--- src/rtl/count_display.sv ---
// ============================================================================
// count_display : 16-bit binary to 4-digit BCD with multiplexed 7-seg drive
// Revision 1.0
// ============================================================================
`default_nettype none

module count_display #(
  parameter int REFRESH_DIV = 100000
) (
  input  logic        clk,
  input  logic        rst_n,
  input  logic [15:0] count,
  input  logic        load,
  output logic        busy,
  output logic        overflow,
  output logic [6:0]  LED_out,
  output logic [3:0]  anode_select
);

  localparam logic [19:0] REFRESH_LAST = 20'(REFRESH_DIV - 1);

  typedef enum logic [1:0] {
    IDLE  = 2'd0,
    SHIFT = 2'd1,
    DONE  = 2'd2
  } state_t;

  state_t            r_state, w_state_nxt;
  // {bcd scratch[35:16], binary[15:0]} shifted as one vector
  logic [35:0]       r_dd, w_dd_nxt;
  logic [3:0]        r_shift_cnt, w_shift_cnt_nxt;
  logic [3:0][3:0]   r_digits, w_digits_nxt;
  logic              r_overflow, w_overflow_nxt;
  logic [19:0]       w_adj;

  logic [19:0]       r_refresh;
  logic [1:0]        r_digit_idx;

  logic [3:0]        w_digit;
  logic              w_blank;

  // ---------------------------------------------------------------------------
  // Conversion FSM: state register
  // ---------------------------------------------------------------------------
  always_ff @(posedge clk or negedge rst_n) begin
    if (!rst_n) begin
      r_state     <= IDLE;
      r_dd        <= '0;
      r_shift_cnt <= '0;
      r_digits    <= '0;
      r_overflow  <= 1'b0;
    end else begin
      r_state     <= w_state_nxt;
      r_dd        <= w_dd_nxt;
      r_shift_cnt <= w_shift_cnt_nxt;
      r_digits    <= w_digits_nxt;
      r_overflow  <= w_overflow_nxt;
    end
  end

  always_comb begin
    w_adj = r_dd[35:16];
    for (int i = 0; i < 5; i++) begin
      if (r_dd[16 + 4*i +: 4] >= 4'd5)
        w_adj[4*i +: 4] = r_dd[16 + 4*i +: 4] + 4'd3;
    end
  end

  // ---------------------------------------------------------------------------
  // Conversion FSM: next state and datapath
  // ---------------------------------------------------------------------------
  always_comb begin
    w_state_nxt     = r_state;
    w_dd_nxt        = r_dd;
    w_shift_cnt_nxt = r_shift_cnt;
    w_digits_nxt    = r_digits;
    w_overflow_nxt  = r_overflow;

    unique case (r_state)
      IDLE: begin
        if (load) begin
          w_dd_nxt        = {20'd0, count};
          w_shift_cnt_nxt = 4'd0;
          w_state_nxt     = SHIFT;
        end
      end
      SHIFT: begin
        w_dd_nxt        = {w_adj, r_dd[15:0]} << 1;
        w_shift_cnt_nxt = r_shift_cnt + 4'd1;
        if (r_shift_cnt == 4'd15)
          w_state_nxt = DONE;
      end
      DONE: begin
        // A fifth BCD digit means the value cannot be shown: saturate at 9999
        if (r_dd[35:32] != 4'd0) begin
          w_digits_nxt   = {4'd9, 4'd9, 4'd9, 4'd9};
          w_overflow_nxt = 1'b1;
        end else begin
          w_digits_nxt   = r_dd[31:16];
          w_overflow_nxt = 1'b0;
        end
        w_state_nxt = IDLE;
      end
      default: begin
        w_state_nxt = IDLE;
      end
    endcase
  end

  assign busy     = (r_state != IDLE);
  assign overflow = r_overflow;

  // ---------------------------------------------------------------------------
  // Free-running digit scan
  // ---------------------------------------------------------------------------
  always_ff @(posedge clk or negedge rst_n) begin
    if (!rst_n) begin
      r_refresh   <= '0;
      r_digit_idx <= '0;
    end else if (r_refresh == REFRESH_LAST) begin
      r_refresh   <= '0;
      r_digit_idx <= r_digit_idx + 2'd1;
    end else begin
      r_refresh   <= r_refresh + 20'd1;
    end
  end

  always_comb begin
    w_digit = r_digits[r_digit_idx];
    w_blank = 1'b0;
    unique case (r_digit_idx)
      2'd3:    w_blank = (r_digits[3] == 4'd0);
      2'd2:    w_blank = (r_digits[3] == 4'd0) && (r_digits[2] == 4'd0);
      2'd1:    w_blank = (r_digits[3] == 4'd0) && (r_digits[2] == 4'd0) &&
                         (r_digits[1] == 4'd0);
      default: w_blank = 1'b0;
    endcase
  end

  always_comb begin
    anode_select = 4'b1110;
    unique case (r_digit_idx)
      2'd0:    anode_select = 4'b1110;
      2'd1:    anode_select = 4'b1101;
      2'd2:    anode_select = 4'b1011;
      default: anode_select = 4'b0111;
    endcase
  end

  // Segment order {a,b,c,d,e,f,g}, active-low
  always_comb begin
    LED_out = 7'b1111111;
    if (!w_blank) begin
      unique case (w_digit)
        4'd0:    LED_out = 7'b0000001;
        4'd1:    LED_out = 7'b1001111;
        4'd2:    LED_out = 7'b0010010;
        4'd3:    LED_out = 7'b0000110;
        4'd4:    LED_out = 7'b1001100;
        4'd5:    LED_out = 7'b0100100;
        4'd6:    LED_out = 7'b0100000;
        4'd7:    LED_out = 7'b0001111;
        4'd8:    LED_out = 7'b0000000;
        4'd9:    LED_out = 7'b0000100;
        default: LED_out = 7'b1111111;
      endcase
    end
  end

endmodule

`default_nettype wire
--- config.mk ---
export PLATFORM = sky130hd
export DESIGN_NAME = count_display
export DESIGN_NICKNAME = d
export VERILOG_FILES = /design/src/rtl/count_display.sv
export SDC_FILE = /design/constraint.sdc
export NUM_CORES = 1
export LEC_CHECK = 0
export BUFFER_PORTS_ARGS = -buffer_cell sky130_fd_sc_hd__buf_2
export CORE_MARGIN = 8
export CORE_UTILIZATION = 25
export CTS_BUF_LIST = sky130_fd_sc_hd__clkbuf_8
export CTS_CLUSTER_SIZE = 14
export DETAILED_ROUTE_END_ITERATION = 8
export GPL_TIMING_DRIVEN = 0
export HOLD_SLACK_MARGIN = 0.15
export PLACE_DENSITY = 0.39
export SLEW_MARGIN = 20
export SYNTH_ARGS = -nofsm -noshare
export SYNTH_HDL_FRONTEND = slang
export SYNTH_SLANG_ARGS = --single-unit
export TNS_END_PERCENT = 20
--- constraint.sdc ---
create_clock -name clk -period 6.12 [get_ports clk]
set_clock_uncertainty 0.05 [all_clocks]
set_input_delay 1.224 -clock clk [delete_from_list [all_inputs] [get_ports clk]]
set_output_delay 1.224 -clock clk [all_outputs]
set_load 0.01 [all_outputs]
==> reports/qor.yml, run 1 <==
outcome: "finished clean"
diode_count: 0
worst_slew_margin_rel: 0.524
final_net_count: 532
std_cell_rows: 48
place_hpwl_mm: 7.40
place_worst_setup_slack_ps: 2670
dr_total_vias: 3331
startpoint_type: "flip-flop"
design.portCount: 32
die_h_um: 148
finalPower_mw: 2.14
clock-sinks: 81
postLayoutSetupSlackWorst_ps: 2280
multiInputGateArea_um2: 2200
start_util: 0.254
io_buffer_count: 31
setup_viol: 0
max_clock_freq_ghz: 0.260
cellLeakagePower_nw: 2.24
globalRouteOverflowTotal: 0
netlist.area_leader.share: 0.462
synth_cells: 444
worst_ep_required_time_ps: 4850
area_growth_syn_to_layout_pct: 14.9
path_clk_slew_ps: 80
seqCellArea_um2: 2030
first_pass_grt_wire_length_mm: 17.8
grt_antenna_before_repair: 0
ys_types: 44
crit-reg2reg-capture: "r_dd[32]"
met3_usage: 0.0231
async_flop_share: 1.00
endpoint_kind_of_the_worst_setup_timing_path: "output port"
worstPathMaxFanout: 8
cell_internal_pwr_mw: 1.30
synth_most_common_cell: "sky130_fd_sc_hd__dfrtp_1"
cts_inserted_buffers: 9
clk_root_buffer_cell: "sky130_fd_sc_hd__clkbuf_8"
core_region_area_um2: 17200
timing.final.crit_share: 0.627
grt_setup_unrepaired: "no"
detailedRoute.firstIterationViolations: 175
p_switching_mw: 0.848
cts-htree-levels: 3
timing_worst_slew_pin_value_ps: 714
clock_insertion_delay_worst_skew_ps: 370
power_frac_clock: 0.177
use_met2: 0.152
report.final.hold_viol_count: 0
setup.reg_to_reg.worst_slack_ps: 3930
setup_tns_ps: 0
crit_path_start: "r_digit_idx[0]"
worst-setup-path-type: "reg -> out"
synth_common_cells: "sky130_fd_sc_hd__dfrtp_1, sky130_fd_sc_hd__nand2_1, sky130_fd_sc_hd__a21oi_1, sky130_fd_sc_hd__o21ai_0, sky130_fd_sc_hd__ha_1"
grt_start_max_net_pins: 54
max_cap_viol_count: 0
timing.hold.ws_ps: 429
postCtsResizedCells: 0
die_area_um2: 22000
synth_enable_flop_cells: 0
post-route-util: 0.292
final_layout_size_suffix_gt1_frac: 0.130
busiest_layer: "met2"
synth_nets: 489
synthesis.area_per_instance_um2: 9.87
first_global_vias: 3426
r2r.worst_path.cells: 4
grtUsageTotal: 0.100
post_drt_via_cell_ratio: 4.65
power_density_nw_per_um2: 426
cts_setup_buffers: 0
remaining_drc_errors: 0
final-max-slew-violation-count: 0
hp-class: "reg -> reg"
ir_worst_vdd_uv: 183
synth_flop_cell: "sky130_fd_sc_hd__dfrtp_1"
final.fill_count: 1793
setup.worst_path.end: "LED_out[1]"
period_needed_ps: 3840
ys_seq_elements: 81
route.antenna.remaining_nets: 0
share_of_synthesized_area_occupied_by_flip_flops_and_latches: 0.462
post_synth_instance_area_um2: 4380
ys.warnings.count: 0
yosys-top-cells-area: "sky130_fd_sc_hd__dfrtp_1, sky130_fd_sc_hd__ha_1, sky130_fd_sc_hd__nand2_1"
first_pass_iters: 4
die_w_um: 148
crit-reg2reg-launch: "r_state[1]"
power_frac_comb: 0.423
share_seq_of_total_power: 0.400
met1_usage_grt: 0.135
routed_wire_length_per_instance_um: 14.7
final_weighted_congestion_of_routability_driven_global_placement: 0.742
ctsHoldBuffers: 0
power_switching_share: 0.396
routed_wirelength_mm: 10.5
cts_tree: "done"
cts_max_path_buffers: 2
worst-endpoint-arrival_ps: 2570
yosys.area.top_type: "sky130_fd_sc_hd__dfrtp_1"
## state kept, by name (all words and copies together), names as in the netlist
register	flops
overflow	1
r_dd	36
r_digit_idx	2
r_digits	16
r_refresh	20
r_shift_cnt	4
r_state	2
## per-stage QoR
step | std cells | cell area, um^2
2_1_floorplan | 444 | 4380
3_3_place_gp | 700 | 4820
3_5_place_dp | 701 | 4850
4_1_cts | 716 | 5030
5_1_grt | 716 | 5030
6_report | 716 | 5030
## how the worst min path moves through the flow
| stage | from | to | slack, ps | cells after the start |
|---|---|---|---|---|
| after floorplan | r_refresh[19] | r_refresh[19] | 390 | 1 |
| after global placement | r_refresh[19] | r_refresh[19] | 420 | 1 |
| after detailed placement | r_refresh[19] | r_refresh[19] | 420 | 1 |
| after CTS | r_refresh[19] | r_refresh[19] | 440 | 1 |
| after global routing | r_refresh[19] | r_refresh[19] | 440 | 1 |
| final | r_refresh[19] | r_refresh[19] | 430 | 1 |
## metal layers
layer / up-vias / share of wire
met5: - / 0
met4: 0 / 0.018
met3: 13 / 0.035
met2: 48 / 0.45
met1: 1606 / 0.50
li1: 1664 / -
## cells by family after synthesis
family / count (synthesis) / share of synthesized area
adder cells (fa/ha/maj): 26 / 0.0742
multiplexers: 14 / 0.0457
AO/OA/AOI/OAI: 117 / 0.167
AND/OR/NAND/NOR: 140 / 0.164
buffers and inverters: 40 / 0.0348
flip-flops: 81 / 0.462
XOR/XNOR: 26 / 0.0520
## layout make-up
cell class	instances	share of cell area
multi-input combinational	323	0.438
clock buffer	12	0.0328
tap	225	0.0559
inverter	21	0.0157
sequential	81	0.403
clock inverter	3	0.00323
timing repair buffer	32	0.0375
buffer	19	0.0147
## layout by cell type (no fill, tap or decap), types with 4 or more instances in the layout
cell type,instances
sky130_fd_sc_hd__clkbuf_8,12
sky130_fd_sc_hd__nand2_1,51
sky130_fd_sc_hd__a21oi_1,35
sky130_fd_sc_hd__o22ai_1,6
sky130_fd_sc_hd__o21ai_0,30
sky130_fd_sc_hd__nor2b_1,21
sky130_fd_sc_hd__nor2_1,19
sky130_fd_sc_hd__nor3_1,4
sky130_fd_sc_hd__a22o_1,6
sky130_fd_sc_hd__o211ai_1,5
sky130_fd_sc_hd__inv_1,22
sky130_fd_sc_hd__mux4_2,4
sky130_fd_sc_hd__nand2b_1,7
sky130_fd_sc_hd__nand3_1,13
sky130_fd_sc_hd__a32o_1,5
sky130_fd_sc_hd__buf_2,32
sky130_fd_sc_hd__mux2i_1,5
sky130_fd_sc_hd__nor4_1,6
sky130_fd_sc_hd__o31ai_1,7
sky130_fd_sc_hd__nand4_1,4
sky130_fd_sc_hd__a22oi_1,15
sky130_fd_sc_hd__clkbuf_1,17
sky130_fd_sc_hd__xor2_1,12
sky130_fd_sc_hd__xnor2_1,14
sky130_fd_sc_hd__ha_1,26
sky130_fd_sc_hd__dfrtp_1,81
## power by group through the flow
stage | Combinational (mW) | Clock, mW | Sequential (mW)
4_1_cts | 0.922 | 0.397 | 0.859
5_1_grt | 1.04 | 0.413 | 0.887
6_report | 0.906 | 0.379 | 0.857
2_1_floorplan | 0.690 | 0 | 0.818
3_3_place_gp | 0.905 | 0 | 0.868
3_5_place_dp | 0.917 | 0 | 0.870
## critical path, cell delays in order (launching register included)
cell                      delay, ps
sky130_fd_sc_hd__dfrtp_1        400
sky130_fd_sc_hd__buf_2          230
sky130_fd_sc_hd__mux4_2         630
sky130_fd_sc_hd__inv_1          140
sky130_fd_sc_hd__ha_1           150
sky130_fd_sc_hd__inv_1           40
sky130_fd_sc_hd__mux2_1         280
sky130_fd_sc_hd__nor2_1         100
sky130_fd_sc_hd__o21ai_1         60
sky130_fd_sc_hd__buf_2          160
No activity file was read; power rests on OpenSTA's default activity.
==> inputs of run 2 (changes only) <==
- PLACE_DENSITY: 0.39 -> 0.4
- clock period: 6.12 -> 3.35 ns (I/O delays scaled with it)
==> run 2 against run 1 <==
Effect of this change:
- critical path depth is the same
- worst setup slack got worse by 2100 ps
- sequential share of layout area decreased by 0.98 points
- first-iteration DRC count decreased by 18%
- sequential power rose by 83%
- clock-buffer cell count shrank 3
- power increased by 97%
- cell count rose by 0.84%
- highest routed layer unchanged
- global-route usage decreased by 0.26 points
- sequential cell count is the same
- wire length is the same
==> reports/qor.yml, run 2 (same netlist as run 1, synthesis figures left out) <==
outcome: "finished clean"  # unchanged
timing.hold.ws_ps: 231  # was 429 ps
timing.final.crit_share: 0.945
clock-sinks: 81  # unchanged
crit-reg2reg-capture: "r_dd[20]"  # was r_dd[32]
route.antenna.remaining_nets: 0  # unchanged
postLayoutSetupSlackWorst_ps: 186  # was 2280 ps
routed_wire_length_per_instance_um: 14.5  # was 14.7 um
hp-class: "in -> async"  # was reg -> reg
crit_path_cell_trace: "clkbuf_4 > mux4_2 > inv_2 > ha_1 > inv_1 > mux2_1 > nor2_1 > o21ai_1 > buf_2"  # was buf_2 > mux4_2 > inv_1 > ha_1 > inv_1 > mux2_1 > nor2_1 > o21ai_1 > buf_2
report.final.hold_viol_count: 0  # unchanged
globalRouteOverflowTotal: 0  # unchanged
setup.reg_to_reg.worst_slack_ps: 1200  # was 3930 ps
diode_count: 0  # unchanged
largest_register_ffs: 36  # unchanged
place_area_um2: 4850  # about the same
area_growth_syn_to_layout_pct: 17.7  # was 14.9%
endpoint_kind_of_the_worst_setup_timing_path: "output port"  # unchanged
worst-endpoint-arrival_ps: 2440  # was 2570 ps
detailedRoute.firstIterationViolations: 143  # was 175
first_global_vias: 3402  # was 3426
design.portCount: 32  # unchanged
largestRegisters: "r_dd (36), r_refresh (20), r_digits (16)"  # unchanged
max_clock_freq_ghz: 0.316
remaining_drc_errors: 0  # unchanged
cts_max_path_buffers: 2  # unchanged
met1_usage_grt: 0.131  # was 0.135
timing.critical_path.slowest_stage_cell: "sky130_fd_sc_hd__mux4_2"  # unchanged
grt_antenna_before_repair: 0  # unchanged
cts-htree-levels: 3  # unchanged
grtUsageTotal: 0.0979  # was 0.100
place_worst_setup_slack_ps: 456  # was 2670 ps
ir_worst_vdd_uv: 317  # was 183 uV
cellLeakagePower_nw: 2.31  # was 2.24 nW
finalInstanceArea_um2: 5160  # was 5030 um^2
cts_inserted_buffers: 9  # unchanged
core_region_area_um2: 17200  # unchanged
clock_insertion_delay_worst_skew_ps: 370  # about the same
max_stage_delay_ps: 580  # was 630 ps
final_weighted_congestion_of_routability_driven_global_placement: 0.732  # was 0.742
final_net_count: 537  # was 532
die_w_um: 148  # unchanged
die_area_um2: 22000  # unchanged
max_cap_viol_count: 0  # unchanged
r2r.worst_path.cells: 4  # unchanged
setup_viol: 0  # unchanged
post_drt_via_cell_ratio: 4.64  # was 4.65
use_met2: 0.150  # was 0.152
worst-setup-path-type: "reg -> out"  # unchanged
timing_worst_slew_pin_value_ps: 694  # was 714 ps
layout.cells.most_common_list: "sky130_fd_sc_hd__dfrtp_1, sky130_fd_sc_hd__nand2_1, sky130_fd_sc_hd__a21oi_1"  # unchanged
dr_total_vias: 3349  # was 3331
crit-reg2reg-launch: "r_state[1]"  # unchanged
met3_usage: 0.0270  # was 0.0231
clk_root_buffer_cell: "sky130_fd_sc_hd__clkbuf_8"  # unchanged
startpoint_type: "flip-flop"  # unchanged
final-max-slew-violation-count: 0  # unchanged
worst_slew_margin_rel: 0.538  # was 0.524
start_util: 0.254  # unchanged
first_pass_grt_wire_length_mm: 17.4  # was 17.8 mm
first_pass_iters: 4  # unchanged
setup_tns_ps: 0  # unchanged
die_h_um: 148  # unchanged
path_clk_slew_ps: 90  # was 80 ps
path_delay_family: "multiplexers"  # unchanged
cp_num_buf_inv: 4  # unchanged
grt_start_max_net_pins: 44  # was 54
final.fill_count: 1803  # was 1793
worst_ep_required_time_ps: 2630  # was 4850 ps
largest-register: "r_dd"  # unchanged
cts_tree: "done"  # unchanged
power_density_nw_per_um2: 819  # was 426 nW/um^2
worstPathMaxFanout: 5  # was 8
busiest_layer: "met2"  # unchanged
period_needed_ps: 3160
io_buffer_count: 31  # unchanged
final_layout_size_suffix_gt1_frac: 0.145  # was 0.130
routed_wirelength_mm: 10.5  # unchanged
layout.cells.most_common: "sky130_fd_sc_hd__dfrtp_1"  # unchanged
place_hpwl_mm: 7.37  # was 7.40 mm
std_cell_rows: 48  # unchanged
-- run 2: metrics by stage --
stage           util  instances  power [mW]
2_1_floorplan      -        444        2.75
3_3_place_gp   0.280        700        3.23
5_1_grt        0.299        722        4.59
4_1_cts        0.297        717        4.27
6_report       0.299        722        4.23
3_5_place_dp   0.281        701        3.27
-- run 2: cell type report --
class / instances / area, um^2 / share of cell area
timing repair buffer: 37 / 223 / 0.0432
clock inverter: 7 / 146 / 0.0284
clock buffer: 9 / 124 / 0.0240
sequential: 81 / 2030 / 0.393
tap: 225 / 282 / 0.0546
buffer: 19 / 76.3 / 0.0148
inverter: 21 / 78.8 / 0.0153
multi-input combinational: 323 / 2200 / 0.427
-- run 2: worst max path at each step --
| stage | cells past startpoint | endpoint | from | slack, ps |
|---|---|---|---|---|
| finish | 9 | LED_out[1] | r_digit_idx[0] | 190 |
| global route | 9 | LED_out[1] | r_digit_idx[0] | -5 |
| CTS | 9 | LED_out[1] | r_digit_idx[0] | 40 |
| detailed placement | 9 | LED_out[1] | r_digit_idx[0] | 460 |
| global placement | 9 | LED_out[1] | r_digit_idx[0] | 470 |
| floorplan | 8 | LED_out[1] | r_digit_idx[0] | 740 |
-- run 2: per-layer routing --
layer / share of wire / vias up
met4: 0.012 / 0
met2: 0.44 / 42
met3: 0.038 / 13
li1: - / 1674
met1: 0.51 / 1620
met5: 0 / -
-- run 2: what timing repair did --
| item | CTS | global route |
|---|---|---|
| gates resized for setup | 0 | 2 |
| hold buffers | 0 | 0 |
| setup buffers | 0 | 5 |
| endpoints found under the setup margin | 0 | 2 |
-- run 2: report_power, final --
group / total (mW) / internal, mW / switching (mW) / leakage (nW)
combinational: 1.68 / 0.769 / 0.913 / 1.11
clock: 0.979 / 0.579 / 0.400 / 0.135
sequential: 1.57 / 1.29 / 0.275 / 1.06
-- run 2: worst reg2reg max path: cells and delay by family, from the launching register on --
family | cells | cell delay [ps]
and+or+nand+nor | 1 | 530
buffers and inverters | 2 | 790
AOI/OAI and AO/OA | 1 | 190
DFF | 1 | 440
